File: config.mk
export PLATFORM = sky130hd
export DESIGN_NAME = perf_monitor_mc
export DESIGN_NICKNAME = d
export VERILOG_FILES = /design/src/rtl/perf_monitor_mc_pkg.sv /design/src/rtl/perf_counter_ch.sv /design/src/rtl/perf_monitor_mc.sv
export SDC_FILE = /design/constraint.sdc
export NUM_CORES = 1
export LEC_CHECK = 0
export CAP_MARGIN = 10
export CORE_MARGIN = 1
export CORE_UTILIZATION = 58
export DETAILED_ROUTE_END_ITERATION = 10
export HOLD_SLACK_MARGIN = 0.05
export PLACE_DENSITY_LB_ADDON = 0.25
export SKIP_CTS_REPAIR_TIMING = 1
export SLEW_MARGIN = 10
export SYNTH_ARGS = -nofsm -noshare
export SYNTH_HDL_FRONTEND = slang
export SYNTH_SLANG_ARGS = --single-unit
File: constraint.sdc
create_clock -name clk_i -period 6.61 [get_ports clk_i]
set_input_delay 0.9915 -clock clk_i [delete_from_list [all_inputs] [get_ports clk_i]]
set_output_delay 0.9915 -clock clk_i [all_outputs]
set_load 0.01 [all_outputs]
File: src/rtl/perf_monitor_mc_pkg.sv
// Shared definitions for the multi-channel performance monitor: register
// offsets, CTRL bit positions, per-channel counter bundle and address decode.
package perf_monitor_pkg;

  localparam logic [7:0] ADDR_CTRL   = 8'h00;
  localparam logic [7:0] ADDR_STATUS = 8'h04;
  localparam logic [7:0] ADDR_CYCLE  = 8'h08;
  localparam logic [7:0] CH_BASE     = 8'h10;

  localparam logic [3:0] OFS_XFER   = 4'h0;
  localparam logic [3:0] OFS_STALL  = 4'h4;
  localparam logic [3:0] OFS_IDLE   = 4'h8;
  localparam logic [3:0] OFS_THRESH = 4'hC;

  localparam int unsigned CTRL_EN          = 0;
  localparam int unsigned CTRL_CLR         = 1;
  localparam int unsigned CTRL_IRQ_EN      = 2;
  localparam int unsigned STATUS_CYCLE_BIT = 31;

  // Counter values zero-extended to the bus width so the read mux is uniform.
  typedef struct packed {
    logic [31:0] xfer;
    logic [31:0] stall;
    logic [31:0] idle;
  } perf_ch_cnt_t;

  typedef enum logic [2:0] {
    SEL_CTRL,
    SEL_STATUS,
    SEL_CYCLE,
    SEL_XFER,
    SEL_STALL,
    SEL_IDLE,
    SEL_THRESH,
    SEL_NONE
  } reg_sel_e;

  function automatic reg_sel_e decode_sel(input logic [7:0] addr, input int unsigned num_ch);
    logic [7:0] word;
    logic [3:0] slot;
    word = {addr[7:2], 2'b00};
    slot = addr[7:4];
    decode_sel = SEL_NONE;
    if (word == ADDR_CTRL) begin
      decode_sel = SEL_CTRL;
    end else if (word == ADDR_STATUS) begin
      decode_sel = SEL_STATUS;
    end else if (word == ADDR_CYCLE) begin
      decode_sel = SEL_CYCLE;
    end else if (word >= CH_BASE && 32'(slot) <= num_ch) begin
      case (word[3:0])
        OFS_XFER:   decode_sel = SEL_XFER;
        OFS_STALL:  decode_sel = SEL_STALL;
        OFS_IDLE:   decode_sel = SEL_IDLE;
        OFS_THRESH: decode_sel = SEL_THRESH;
        default:    decode_sel = SEL_NONE;
      endcase
    end
  endfunction

endpackage

File: src/rtl/perf_counter_ch.sv
// One monitored channel: transfer/stall/idle counters with wrap flags and,
// under PERF_MON_IRQ_EN, the threshold compare against the transfer count.
module perf_counter_ch
  import perf_monitor_pkg::*;
#(
  parameter int unsigned CNT_WIDTH = 32
) (
  input  logic                 clk_i,
  input  logic                 rst_ni,
  input  logic                 en_i,
  input  logic                 clr_i,
  input  logic                 valid_i,
  input  logic                 ready_i,
`ifdef PERF_MON_IRQ_EN
  input  logic [CNT_WIDTH-1:0] thresh_i,
  output logic                 thr_hit_o,
`endif
  output perf_ch_cnt_t         cnt_o,
  output logic [2:0]           ovf_o
);

  logic [CNT_WIDTH-1:0] xfer_q, stall_q, idle_q;
  logic inc_xfer, inc_stall, inc_idle;

  assign inc_xfer  = en_i &  valid_i &  ready_i;
  assign inc_stall = en_i &  valid_i & ~ready_i;
  assign inc_idle  = en_i & ~valid_i &  ready_i;

  always_ff @(posedge clk_i or negedge rst_ni) begin
    if (!rst_ni) begin
      xfer_q  <= '0;
      stall_q <= '0;
      idle_q  <= '0;
    end else if (clr_i) begin
      xfer_q  <= '0;
      stall_q <= '0;
      idle_q  <= '0;
    end else begin
      if (inc_xfer)  xfer_q  <= xfer_q  + CNT_WIDTH'(1);
      if (inc_stall) stall_q <= stall_q + CNT_WIDTH'(1);
      if (inc_idle)  idle_q  <= idle_q  + CNT_WIDTH'(1);
    end
  end

  // A flag pulses on the increment that takes a counter from all-ones to zero.
  assign ovf_o[0] = inc_xfer  & (&xfer_q);
  assign ovf_o[1] = inc_stall & (&stall_q);
  assign ovf_o[2] = inc_idle  & (&idle_q);

  assign cnt_o.xfer  = 32'(xfer_q);
  assign cnt_o.stall = 32'(stall_q);
  assign cnt_o.idle  = 32'(idle_q);

`ifdef PERF_MON_IRQ_EN
  assign thr_hit_o = (thresh_i != '0) && (xfer_q >= thresh_i);
`endif

endmodule

File: src/rtl/perf_monitor_mc.sv
// Multi-channel valid/ready performance monitor with a register interface.
// Optional threshold interrupt is built only when PERF_MON_IRQ_EN is defined.
module perf_monitor_mc
  import perf_monitor_pkg::*;
#(
  parameter int unsigned NUM_CH    = 4,
  parameter int unsigned CNT_WIDTH = 32
) (
  input  logic              clk_i,
  input  logic              rst_ni,
  input  logic              reg_valid_i,
  input  logic              reg_write_i,
  input  logic [7:0]        reg_addr_i,
  input  logic [31:0]       reg_wdata_i,
  output logic              reg_ready_o,
  output logic              reg_rvalid_o,
  output logic [31:0]       reg_rdata_o,
  output logic              reg_err_o,
`ifdef PERF_MON_IRQ_EN
  output logic              irq_o,
`endif
  input  logic [NUM_CH-1:0] mon_valid_i,
  input  logic [NUM_CH-1:0] mon_ready_i
);

  reg_sel_e             sel;
  logic [3:0]           ch_idx;
  logic                 wr, rd, ctrl_wr, clr;
  logic                 en_q;
  logic [CNT_WIDTH-1:0] cycle_q;
  logic                 cyc_ovf;
  logic [31:0]          status_q, status_set, status_w1c;
  logic [31:0]          rd_data;
  logic                 rd_err;
  logic                 addr_lsb_unused;
  perf_ch_cnt_t         ch_cnt [NUM_CH];
  logic [2:0]           ch_ovf [NUM_CH];
`ifdef PERF_MON_IRQ_EN
  logic                 irq_en_q;
  logic [CNT_WIDTH-1:0] thresh_q [NUM_CH];
  logic [NUM_CH-1:0]    thr_hit;
`endif

  assign reg_ready_o     = 1'b1;
  assign addr_lsb_unused = ^reg_addr_i[1:0];

  assign sel     = decode_sel(reg_addr_i, NUM_CH);
  assign ch_idx  = reg_addr_i[7:4] - 4'd1;
  assign wr      = reg_valid_i &  reg_write_i;
  assign rd      = reg_valid_i & ~reg_write_i;
  assign ctrl_wr = wr && (sel == SEL_CTRL);
  assign clr     = ctrl_wr & reg_wdata_i[CTRL_CLR];

  for (genvar g = 0; g < NUM_CH; g++) begin : g_ch
    perf_counter_ch #(
      .CNT_WIDTH(CNT_WIDTH)
    ) u_ch (
      .clk_i    (clk_i),
      .rst_ni   (rst_ni),
      .en_i     (en_q),
      .clr_i    (clr),
      .valid_i  (mon_valid_i[g]),
      .ready_i  (mon_ready_i[g]),
`ifdef PERF_MON_IRQ_EN
      .thresh_i (thresh_q[g]),
      .thr_hit_o(thr_hit[g]),
`endif
      .cnt_o    (ch_cnt[g]),
      .ovf_o    (ch_ovf[g])
    );
  end

  assign cyc_ovf    = en_q & (&cycle_q);
  assign status_w1c = (wr && (sel == SEL_STATUS)) ? reg_wdata_i : '0;

  always_comb begin
    status_set = '0;
    status_set[STATUS_CYCLE_BIT] = cyc_ovf;
    for (int unsigned c = 0; c < NUM_CH; c++) begin
      status_set[3*c +: 3] = ch_ovf[c];
    end
  end

  always_ff @(posedge clk_i or negedge rst_ni) begin
    if (!rst_ni) begin
      en_q     <= 1'b0;
      cycle_q  <= '0;
      status_q <= '0;
    end else begin
      if (ctrl_wr) en_q <= reg_wdata_i[CTRL_EN];
      if (clr) begin
        cycle_q  <= '0;
        status_q <= '0;
      end else begin
        if (en_q) cycle_q <= cycle_q + CNT_WIDTH'(1);
        // Set is OR-ed after the W1C mask so a same-cycle wrap is never lost.
        status_q <= (status_q & ~status_w1c) | status_set;
      end
    end
  end

`ifdef PERF_MON_IRQ_EN
  always_ff @(posedge clk_i or negedge rst_ni) begin
    if (!rst_ni) begin
      irq_en_q <= 1'b0;
      irq_o    <= 1'b0;
      for (int unsigned c = 0; c < NUM_CH; c++) thresh_q[c] <= '0;
    end else begin
      if (ctrl_wr) irq_en_q <= reg_wdata_i[CTRL_IRQ_EN];
      for (int unsigned c = 0; c < NUM_CH; c++) begin
        if (wr && (sel == SEL_THRESH) && (32'(ch_idx) == c)) begin
          thresh_q[c] <= reg_wdata_i[CNT_WIDTH-1:0];
        end
      end
      irq_o <= irq_en_q & (|thr_hit);
    end
  end
`endif

  always_comb begin
    rd_data = '0;
    rd_err  = 1'b0;
    case (sel)
      SEL_CTRL: begin
        rd_data[CTRL_EN] = en_q;
`ifdef PERF_MON_IRQ_EN
        rd_data[CTRL_IRQ_EN] = irq_en_q;
`endif
      end
      SEL_STATUS: rd_data = status_q;
      SEL_CYCLE:  rd_data = 32'(cycle_q);
      SEL_XFER, SEL_STALL, SEL_IDLE, SEL_THRESH: begin
        for (int unsigned c = 0; c < NUM_CH; c++) begin
          if (32'(ch_idx) == c) begin
            case (sel)
              SEL_XFER:  rd_data = ch_cnt[c].xfer;
              SEL_STALL: rd_data = ch_cnt[c].stall;
              SEL_IDLE:  rd_data = ch_cnt[c].idle;
`ifdef PERF_MON_IRQ_EN
              SEL_THRESH: rd_data = 32'(thresh_q[c]);
`endif
              default:   rd_data = '0;
            endcase
          end
        end
      end
      default: rd_err = 1'b1;
    endcase
  end

  always_ff @(posedge clk_i or negedge rst_ni) begin
    if (!rst_ni) begin
      reg_rvalid_o <= 1'b0;
      reg_rdata_o  <= '0;
      reg_err_o    <= 1'b0;
    end else if (rd) begin
      reg_rvalid_o <= 1'b1;
      reg_rdata_o  <= rd_data;
      reg_err_o    <= rd_err;
    end else begin
      reg_rvalid_o <= 1'b0;
      reg_err_o    <= 1'b0;
    end
  end

endmodule
==> summary.txt <==
initial antenna violation count = 0
via count = 22,140
DP HPWL = 55,690 um
Total Routed Length = 79,930 um
Period minus WS final = 4.403 ns
cell area after synthesis = 0.02582 sq mm
synth warn = 0
Boundary Pins = 87
CTS Buffer Depth = 3
Leak Pwr = 12.85 nW
Tcrit/Tclk final = 0.6661
Worst-Skew Late Latency = 0.62 ns
ys async rst share = 1.000
post-synth top area share = 0.4680
total power draw = 6.953 mW
Reg area = 0.01209 sq mm
antenna cells = 0
cells on worst reg2reg path = 8
Hold Crit Class = in2async
number of flops mapped to enable cells by yosys = 0
Core Region = 0.04346 sq mm
clk slew on worst S/H paths = 0.06 ns
Power per Cell Area = 240.8 mW/mm^2
post-synthesis sequential area ratio = 0.4680
status = finished, final reports clean
CTS tree = done
Worst VDD drop = 0.0002260 V
CP arrival = 4.88 ns
DRT Pass-1 Iters = 8
synthesized net count = 2,829
CTS Buf Count = 52
ranking of synthesized cells by instance count = dfrtp_1, nor2_1, xor2_1
grt ovf = 0
Final ANT Viol Nets = 0
slew margin rel. = 0.1799
unrepaired setup endpoints after global routing = no
FF+latch count, synth = 483
Sink Count = 483
DRC Markers = 0
CP max FO = 47
cell with the most instances after synthesis = dfrtp_1
number of global-route vias before repair = 21,400
Initial Util = 0.5943
Root Buffer Master = clkbuf_16
Final Net Count = 2,852
DR vias/cell = 6.495
prevailing post-synth register cell = dfrtp_1
Fin Setup TNS = 0 ns
worst slew pin tran = 1.221 ns
R2R Path End = g_ch[2].u_ch.idle_q[26]$_DFFE_PN0P_
Final Cell Area = 0.02887 sq mm
Worst setup SP type = input pin
Site Rows = 76
pin count of the biggest net entering global routing = 165
1st-iter DRT viols = 2,705
final setup violation count = 0
WP data required = 7.09 ns
DIE WIDTH = 213.0 um
overall routing resource usage = 0.3601
Area after DPL = 0.02713 sq mm
die area = 0.04537 sq mm
Multi-input gate area = 0.01297 sq mm
cell taking the most area after synthesis = dfrtp_1
port buffer count = 83
Syn Area/Cell = 9.357 sq um
post-DR wirelength/cell = 23.45 um
FF-to-FF Start = en_q$_DFFE_PN0P_
Yosys cell types = 64
CP Class = in2reg
post-synthesis cell count = 2,760
flop-to-flop setup slack = 3.24 ns
first-pass GRT wire length = 123,700 um
top cells by area, synth = dfrtp_1, xor2_1, nor2_1
GP Congestion = 0.9619
Max Clock Skew = 0.02322 ns
max-cap violations = 0
layout cells sized above 1 = 0.05807
CP Capture Type = register
final slew viol count = 0
Area growth, synth to finish = 11.80%
FILL cells = 3,403
fmax = 227.1 MHz
Die Span Y = 213.0 um
Final Hold Viols = 0
htree depth = 2
-- layout by cell type, fill, tap and decap left out, types with 17 or more instances in the layout --
cell,instances
a21oi_1,137
a221o_1,86
a221oi_1,47
a22o_1,39
a22oi_1,30
and2_1,26
and3_1,68
and4_1,49
buf_4,32
clkbuf_16,53
clkdlybuf4s50_1,82
dfrtp_1,483
ha_1,17
inv_1,46
nand2_1,232
nand3_1,151
nand4_1,72
nor2_1,455
nor3_1,24
o21a_1,17
o21ai_0,56
or3_1,49
xnor2_1,113
xor2_1,243
-- final cells by class --
cell class / count / area share
clock inverter: 20 / 0.007280
tap: 585 / 0.02535
inverter: 46 / 0.005980
sequential: 483 / 0.4186
timing repair buffer: 120 / 0.04074
multi-input combinational: 2080 / 0.4491
clock buffer: 75 / 0.05296
-- per-layer routing --
| metal | up-vias | share of wire | wire length, um | global-route usage |
|---|---|---|---|---|
| met2 | 1071 | 0.45 | 36060 | 0.5494 |
| li1 | 9830 | - | - | - |
| met4 | 0 | 0.056 | 4487 | 0.2027 |
| met3 | 206 | 0.088 | 7031 | 0.06442 |
| met1 | 11030 | 0.40 | 32350 | 0.4862 |
| met5 | - | 0 | 0 | 0 |
-- where the power goes --
part | switching, mW | total, mW | internal, mW
Sequential | 0.209 | 3.31 | 3.10
Combinational | 0.371 | 0.614 | 0.242
Clock | 1.27 | 3.03 | 1.76
-- critical path: stages --
cell             delay (ns)
clkdlybuf4s50_1        0.68
or3b_1                 0.54
a211oi_2               0.21
buf_4                  0.29
and2_2                 0.56
buf_4                  0.60
a221o_1                0.33
o22ai_1                0.09
o21a_1                 0.18
o41ai_1                0.34
-- state kept, by name, indices dropped and copies added, names as in the netlist --
| signal | flops |
|---|---|
| cycle_q | 32 |
| en_q | 1 |
| g_ch.u_ch.idle_q | 128 |
| g_ch.u_ch.stall_q | 128 |
| g_ch.u_ch.xfer_q | 128 |
| reg_err_o | 1 |
| reg_rdata_o | 32 |
| reg_rvalid_o | 1 |
| status_q | 32 |
-- logic make-up after synthesis --
kind of cell	after synthesis	share of synthesized area
other cells	1	0.0001452
mux	26	0.01061
simple gates	1192	0.2213
compound gates	488	0.1395
xor+xnor	356	0.1207
fa+ha+maj	17	0.008236
flops	483	0.4680
buf+inv	197	0.03140
-- per-stage QoR --
| step | hold slack [ns] | setup WS (ns) | instances | utilization |
|---|---|---|---|---|
| 2_1_floorplan | 0.4760 | 3.514 | 2760 | - |
| 3_3_place_gp | 0.4884 | 1.818 | 3314 | 0.6244 |
| 3_5_place_dp | 0.4933 | 1.749 | 3314 | 0.6244 |
| 4_1_cts | 0.4566 | 2.359 | 3409 | 0.6644 |
| 5_1_grt | 0.4898 | 2.045 | 3409 | 0.6644 |
| 6_report | 0.4147 | 2.207 | 3409 | 0.6644 |
-- how the worst max path moves through the flow --
stage                              from                     endpoint  slack (ns)  depth (start not counted)
after floorplan           reg_addr_i[2]   reg_rdata_o[0]$_DFFE_PN0P_        3.51                         11
after global placement    reg_addr_i[4]  reg_rdata_o[24]$_DFFE_PN0P_        1.82                         10
after detailed placement  reg_addr_i[4]  reg_rdata_o[19]$_DFFE_PN0P_        1.75                         10
after CTS                 reg_addr_i[4]  reg_rdata_o[19]$_DFFE_PN0P_        2.36                         10
after global routing      reg_addr_i[7]  reg_rdata_o[24]$_DFFE_PN0P_        2.04                          8
final                     reg_addr_i[4]  reg_rdata_o[19]$_DFFE_PN0P_        2.21                         10
No activity file was read; power rests on OpenSTA's default activity.
